## src/rtl/mem_cmd_initiator.sv

```systemverilog
// Initiator side of the memory command bus: sends a 4-byte command header, waits for
// the target ack, then streams write payload out or collects read payload back.
module mem_cmd_initiator #(
    parameter int unsigned DATA_BYTES  = 32,
    parameter int unsigned ACK_TIMEOUT = 1024
) (
    input  logic        clk,
    input  logic        rst_n,
    input  logic        in_req_valid,
    output logic        out_req_ready,
    input  logic [2:0]  in_req_dest,
    input  logic [1:0]  in_req_opcode,
    input  logic        in_req_enc_type,
    input  logic [23:0] in_req_addr,
    input  logic        in_wr_valid,
    input  logic [7:0]  in_wr_data,
    output logic        out_wr_ready,
    output logic        out_rd_valid,
    output logic [7:0]  out_rd_data,
    input  logic        in_rd_ready,
    output logic [7:0]  out_bus,
    output logic        out_bus_valid,
    input  logic        in_bus_ready,
    input  logic [7:0]  in_bus,
    input  logic        in_bus_valid,
    output logic        out_bus_ready,
    input  logic        in_ack_req,
    input  logic [2:0]  in_ack_id,
    output logic        out_ack_success,
    output logic        out_done,
    output logic        out_err
);

    localparam int unsigned BCNT_W = $clog2(DATA_BYTES + 1);
    localparam int unsigned TCNT_W = $clog2(ACK_TIMEOUT);

    typedef enum logic [3:0] {
        IDLE, HDR, ADDR2, ADDR1, ADDR0, WAIT_ACK, WR_DATA, RD_DATA, DONE, ERR
    } state_t;

    state_t              state, state_d;
    logic [2:0]          dest_q, dest_d;
    logic [1:0]          opcode_q, opcode_d;
    logic [23:0]         addr_q, addr_d;
    logic [BCNT_W-1:0]   bcnt, bcnt_d;
    logic [TCNT_W-1:0]   tcnt, tcnt_d;
    logic [7:0]          bus_d, rd_data_d;
    logic                bus_valid_d, rd_valid_d;
    logic                req_ready_d, done_d, err_d;
    logic                bus_xfer, ack_match, wr_room, rd_room;

    // Handshake qualifiers; the ready outputs follow the same-cycle downstream ready
    assign bus_xfer        = out_bus_valid & in_bus_ready;
    assign ack_match       = in_ack_req & (in_ack_id == dest_q);
    assign wr_room         = (32'(bcnt) + 32'(out_bus_valid)) < DATA_BYTES;
    assign rd_room         = 32'(bcnt) < DATA_BYTES;
    assign out_wr_ready    = (state == WR_DATA) & (~out_bus_valid | in_bus_ready) & wr_room;
    assign out_bus_ready   = (state == RD_DATA) & (~out_rd_valid | in_rd_ready) & rd_room;
    assign out_ack_success = (state == WAIT_ACK) & ack_match;

    always_ff @(posedge clk or negedge rst_n) begin
        if (!rst_n) begin
            state         <= IDLE;
            dest_q        <= '0;
            opcode_q      <= '0;
            addr_q        <= '0;
            bcnt          <= '0;
            tcnt          <= '0;
            out_bus       <= '0;
            out_bus_valid <= 1'b0;
            out_rd_data   <= '0;
            out_rd_valid  <= 1'b0;
            out_req_ready <= 1'b1;
            out_done      <= 1'b0;
            out_err       <= 1'b0;
        end else begin
            state         <= state_d;
            dest_q        <= dest_d;
            opcode_q      <= opcode_d;
            addr_q        <= addr_d;
            bcnt          <= bcnt_d;
            tcnt          <= tcnt_d;
            out_bus       <= bus_d;
            out_bus_valid <= bus_valid_d;
            out_rd_data   <= rd_data_d;
            out_rd_valid  <= rd_valid_d;
            out_req_ready <= req_ready_d;
            out_done      <= done_d;
            out_err       <= err_d;
        end
    end

    always_comb begin
        state_d     = state;
        dest_d      = dest_q;
        opcode_d    = opcode_q;
        addr_d      = addr_q;
        bcnt_d      = bcnt;
        tcnt_d      = tcnt;
        bus_d       = out_bus;
        bus_valid_d = out_bus_valid;
        rd_data_d   = out_rd_data;
        rd_valid_d  = out_rd_valid;

        unique case (state)
            IDLE: begin
                if (in_req_valid) begin
                    dest_d      = in_req_dest;
                    opcode_d    = in_req_opcode;
                    addr_d      = in_req_addr;
                    bcnt_d      = '0;
                    tcnt_d      = '0;
                    bus_d       = {in_req_dest, in_req_opcode, in_req_enc_type, 2'b00};
                    bus_valid_d = 1'b1;
                    state_d     = HDR;
                end
            end
            HDR: begin
                if (bus_xfer) begin
                    bus_valid_d = 1'b0;
                    state_d     = ADDR2;
                end
            end
            // Address bytes: load in the cycle after the previous transfer, then hold
            ADDR2: begin
                if (!out_bus_valid) begin
                    bus_d       = addr_q[23:16];
                    bus_valid_d = 1'b1;
                end else if (in_bus_ready) begin
                    bus_valid_d = 1'b0;
                    state_d     = ADDR1;
                end
            end
            ADDR1: begin
                if (!out_bus_valid) begin
                    bus_d       = addr_q[15:8];
                    bus_valid_d = 1'b1;
                end else if (in_bus_ready) begin
                    bus_valid_d = 1'b0;
                    state_d     = ADDR0;
                end
            end
            ADDR0: begin
                if (!out_bus_valid) begin
                    bus_d       = addr_q[7:0];
                    bus_valid_d = 1'b1;
                end else if (in_bus_ready) begin
                    bus_valid_d = 1'b0;
                    tcnt_d      = '0;
                    state_d     = WAIT_ACK;
                end
            end
            WAIT_ACK: begin
                if (ack_match) begin
                    if (opcode_q[1])      state_d = DONE;
                    else if (opcode_q[0]) state_d = WR_DATA;
                    else                  state_d = RD_DATA;
                end else if (tcnt == TCNT_W'(ACK_TIMEOUT - 1)) begin
                    state_d = ERR;
                end else begin
                    tcnt_d = tcnt + TCNT_W'(1);
                end
            end
            WR_DATA: begin
                if (bus_xfer) bcnt_d = bcnt + BCNT_W'(1);
                if (out_wr_ready && in_wr_valid) begin
                    bus_d       = in_wr_data;
                    bus_valid_d = 1'b1;
                end else if (bus_xfer) begin
                    bus_valid_d = 1'b0;
                end
                if (bus_xfer && (32'(bcnt) + 32'd1 == DATA_BYTES)) state_d = DONE;
            end
            RD_DATA: begin
                if (in_bus_valid && out_bus_ready) begin
                    rd_data_d  = in_bus;
                    rd_valid_d = 1'b1;
                    bcnt_d     = bcnt + BCNT_W'(1);
                end else if (out_rd_valid && in_rd_ready) begin
                    rd_valid_d = 1'b0;
                    if (!rd_room) state_d = DONE;
                end
            end
            DONE:    state_d = IDLE;
            ERR:     state_d = IDLE;
            default: state_d = IDLE;
        endcase

        req_ready_d = (state_d == IDLE);
        done_d      = (state_d == DONE);
        err_d       = (state_d == ERR);
    end

endmodule

```

## config.mk

```make
export PLATFORM = sky130hd
export DESIGN_NAME = mem_cmd_initiator
export DESIGN_NICKNAME = d
export VERILOG_FILES = /design/src/rtl/mem_cmd_initiator.sv
export SDC_FILE = /design/constraint.sdc
export NUM_CORES = 1
export LEC_CHECK = 0
export CAP_MARGIN = 15
export CORE_ASPECT_RATIO = 1.75
export CORE_MARGIN = 5
export CORE_UTILIZATION = 51
export DETAILED_ROUTE_END_ITERATION = 8
export GPL_ROUTABILITY_DRIVEN = 0
export PLACE_DENSITY = 0.8
export SLEW_MARGIN = 30
export SYNTH_ARGS = -nofsm -noshare
export SYNTH_HDL_FRONTEND = slang
export SYNTH_SLANG_ARGS = --single-unit
```

## constraint.sdc

```tcl
create_clock -name clk -period 2.8 [get_ports clk]
set_clock_uncertainty 0.1 [all_clocks]
set_input_delay 0.42 -clock clk [delete_from_list [all_inputs] [get_ports clk]]
set_output_delay 0.42 -clock clk [all_outputs]
set_load 0.005 [all_outputs]
```

==> impl_metrics.json <==
{
  "status": "finished with violations",
  "violations": "negative hold slack",
  "synth_nets": 404,
  "rsz0062_at_grt": "false",
  "grt_max_degree": 71,
  "hp-class": "in2async",
  "fp-row-count": 41,
  "synth_seq_cells": 70,
  "drive_gt1_share_pct": 19.54,
  "swShare_pct": 33.75,
  "die_y_microns": 122.7,
  "cp_cell_sequence": "inv_1 -> or4_1 -> a211oi_1 -> clkdlybuf4s50_1",
  "netlist_instances": 344,
  "vdd_drop_max_v": 0.0006947,
  "layout_min_cycle_time_ns": 2.708,
  "place_ws_ns": 0.2196,
  "grt_pass1_wl_microns": 15790,
  "dr_total_vias": 3264,
  "hold_buffers": 0,
  "overflow": 0,
  "synth_common_cells": "69 x dfrtp_1, 48 x mux2_2, 28 x o21ai_0",
  "cts_resized": 0,
  "endpoint_kind": "output port",
  "seqPwrFrac_pct": 34.2,
  "yosysWarnings": 0,
  "insertion_delay_ns": 0.33,
  "htreeDepth": 3,
  "whs_ns": -0.002057,
  "critPathSlowestCell": "or4_1",
  "antenna-diode-count": 0,
  "p_leak_nw": 2.002,
  "period_share_pct": 96.73,
  "synthTopCellsByArea": "dfrtp_1 47%, mux2_2 15%, o21ai_0 3.8%",
  "finalSetupTns_ns": 0,
  "crit_fanout": 2,
  "numCtsBuffers": 9,
  "synth_enable_flop_cells": 0,
  "path_class": "reg2out",
  "ant_nets": 0,
  "slowest_delay_ns": 0.58,
  "powerDensity_mw_per_mm2": 995.6,
  "tightestPinTransition_ns": 0.7592,
  "wire_per_inst_microns": 18.86,
  "crit_required_ns": 2.28,
  "syn_to_final_growth_pct": 33.45,
  "clock_sinks": 70,
  "cts_root_buf": "clkbuf_16",
  "synth_top_area_share_pct": 46.62,
  "slew_headroom_pct": 48.92,
  "clk_pin_slew_ns": 0.06,
  "ctsLongestPathBuffers": 2,
  "synth-main-ff-cell": "dfrtp_1",
  "post_cts_buffers": 0,
  "maxCapViolCount": 0,
  "p_int_w": 0.003260,
  "p_sw_w": 0.001661,
  "ioPinCount": 81,
  "drv_slew": 0,
  "p_comb_share_pct": 42.9,
  "synth_area_sq_mm": 0.003704,
  "setup_viol": 0,
  "route.detailed.drc": 0,
  "track_usage_pct": 22.80,
  "drt-total-wl_microns": 9827,
  "ys_seq_area_share_pct": 47.33,
  "grt_pass1_vias": 3339,
  "antenna_found_initial": 0,
  "clkPwrFrac_pct": 22.8,
  "avgSynthCellArea_sq_um": 10.77,
  "core_area_sq_mm": 0.007131,
  "path_buf_inv": 2,
  "finalWorstSetupSlack_ns": 0.09156,
  "ys_async_sr_fraction_pct": 100.0,
  "hold_viol": 1,
  "die_area_sq_mm": 0.009133,
  "fp.dieW_microns": 74.42,
  "firstDrtPassIters": 5,
  "place.port_buffers": 80,
  "crit_family": "buffers and inverters",
  "fin_nets": 490,
  "cts_tree": "yes",
  "startpoint_type": "flop",
  "cp.arrival_ns": 2.19,
  "start_util_pct": 51.94,
  "synth_top_cell_by_area": "dfrtp_1",
  "place_hpwl_microns": 6886,
  "synth_cell_type_count": 49,
  "vias_per_cell": 6.265,
  "dr.first_iter.drc_count": 256,
  "yosysMostFrequentCell": "dfrtp_1",
  "fmax_mhz": 369.2
}
==> path summary, 6_finish.rpt <==
check,depth (start not counted),endpoint,from,slack [ns]
max,4,out_wr_ready,state[1],0.09
min,2,out_rd_data[2],rst_n,-0.002
max reg2reg,7,tcnt[7],state[0],0.40
min reg2reg,1,addr_q[17],addr_q[17],0.40
max in group asynchronous,2,out_req_ready,rst_n,2.27
min in group clk,1,addr_q[17],addr_q[17],0.40
==> final cells by class <==
class / count / area, sq um
clock buffers: 13 / 250.2
clock inverters: 3 / 43.79
fillers: 530 / 2188
inverters: 9 / 33.78
multi-input cells: 245 / 1833
flip-flops and latches: 70 / 1753
well taps: 86 / 107.6
repair buffers: 95 / 920.9
==> cell usage in the layout (no fill, tap or decap), types with 4 or more instances in the layout <==
cell             Yosys  final
dfrtp_1             69     69
clkdlybuf4s50_1      0     79
buf_4                0     14
a221oi_1            12     12
nor3_1              10     10
nand2_1             16     16
a22oi_1              7      7
nor2_1              14     14
or3_1                7      7
nor2b_1              7      7
a22o_1               8      8
nand4_1              7      7
mux2_2              48     48
inv_1                8      8
nand3_1             10     10
xnor2_1              5      5
or4_1                4      4
clkbuf_16            0      9
nand2b_1             4      4
o21ai_0             28     28
a21oi_1             13     13
==> power by group through the flow <==
stage	clock network (W)	registers, W	logic (W)
2_1_floorplan	0	0.00163	0.00135
3_3_place_gp	0	0.00167	0.00202
3_5_place_dp	0	0.00169	0.00207
4_1_cts	0.00114	0.00168	0.00210
5_1_grt	0.00118	0.00173	0.00229
6_report	0.00112	0.00168	0.00211
==> kinds of logic (layout without fill, tap and decap cells) <==
logic type               after synthesis  after routing  synth area share, %
multiplexers                          48             48                14.59
buffers and inverters                 29            120                3.176
adder cells (fa/ha/maj)                3              3                1.014
AO/OA/AOI/OAI                         97             97                18.58
AND/OR/NAND/NOR                       91             91                13.89
XOR/XNOR                               6              6                1.419
flip-flops                            70             70                47.33
==> stage by stage <==
| stage | power [W] | std cells | utilization (%) | hold slack, ns | cell area [sq um] |
|---|---|---|---|---|---|
| after floorplan | 0.002982 | 344 | - | 0.02441 | 3704 |
| after global placement | 0.003688 | 505 | 65.19 | 0.3652 | 4648 |
| after detailed placement | 0.003758 | 505 | 65.19 | 0.3671 | 4648 |
| after CTS | 0.004919 | 521 | 69.31 | 0.01737 | 4942 |
| after global routing | 0.005199 | 521 | 69.31 | 0.02970 | 4942 |
| final | 0.004920 | 521 | 69.31 | -0.002057 | 4942 |
==> metal layers <==
metal	vias up	global-route usage [%]	wire length (microns)
met4	0	13.59	348
met3	28	4.016	479
li1	1494	-	-
met1	1610	25.29	3499
met5	-	0	0
met2	132	39.43	5499
==> worst register-to-register path: stages (launching register included) <==
cell      delay (ns)
dfrtp_1         0.37
buf_4           0.19
buf_4           0.21
nor2b_1         0.15
o221ai_1        0.19
a211o_1         0.42
or4_1           0.54
a21oi_1         0.15
==> state kept, by name (all words and copies together) (netlist names) <==
name / flops
state: 4
out_done: 1
dest_q: 3
out_err: 1
out_rd_valid: 1
out_req_ready: 1
bcnt: 6
tcnt: 10
out_rd_data: 8
out_bus: 8
addr_q: 24
out_bus_valid: 1
opcode_q: 2
Power figures use the tool's default switching activity.
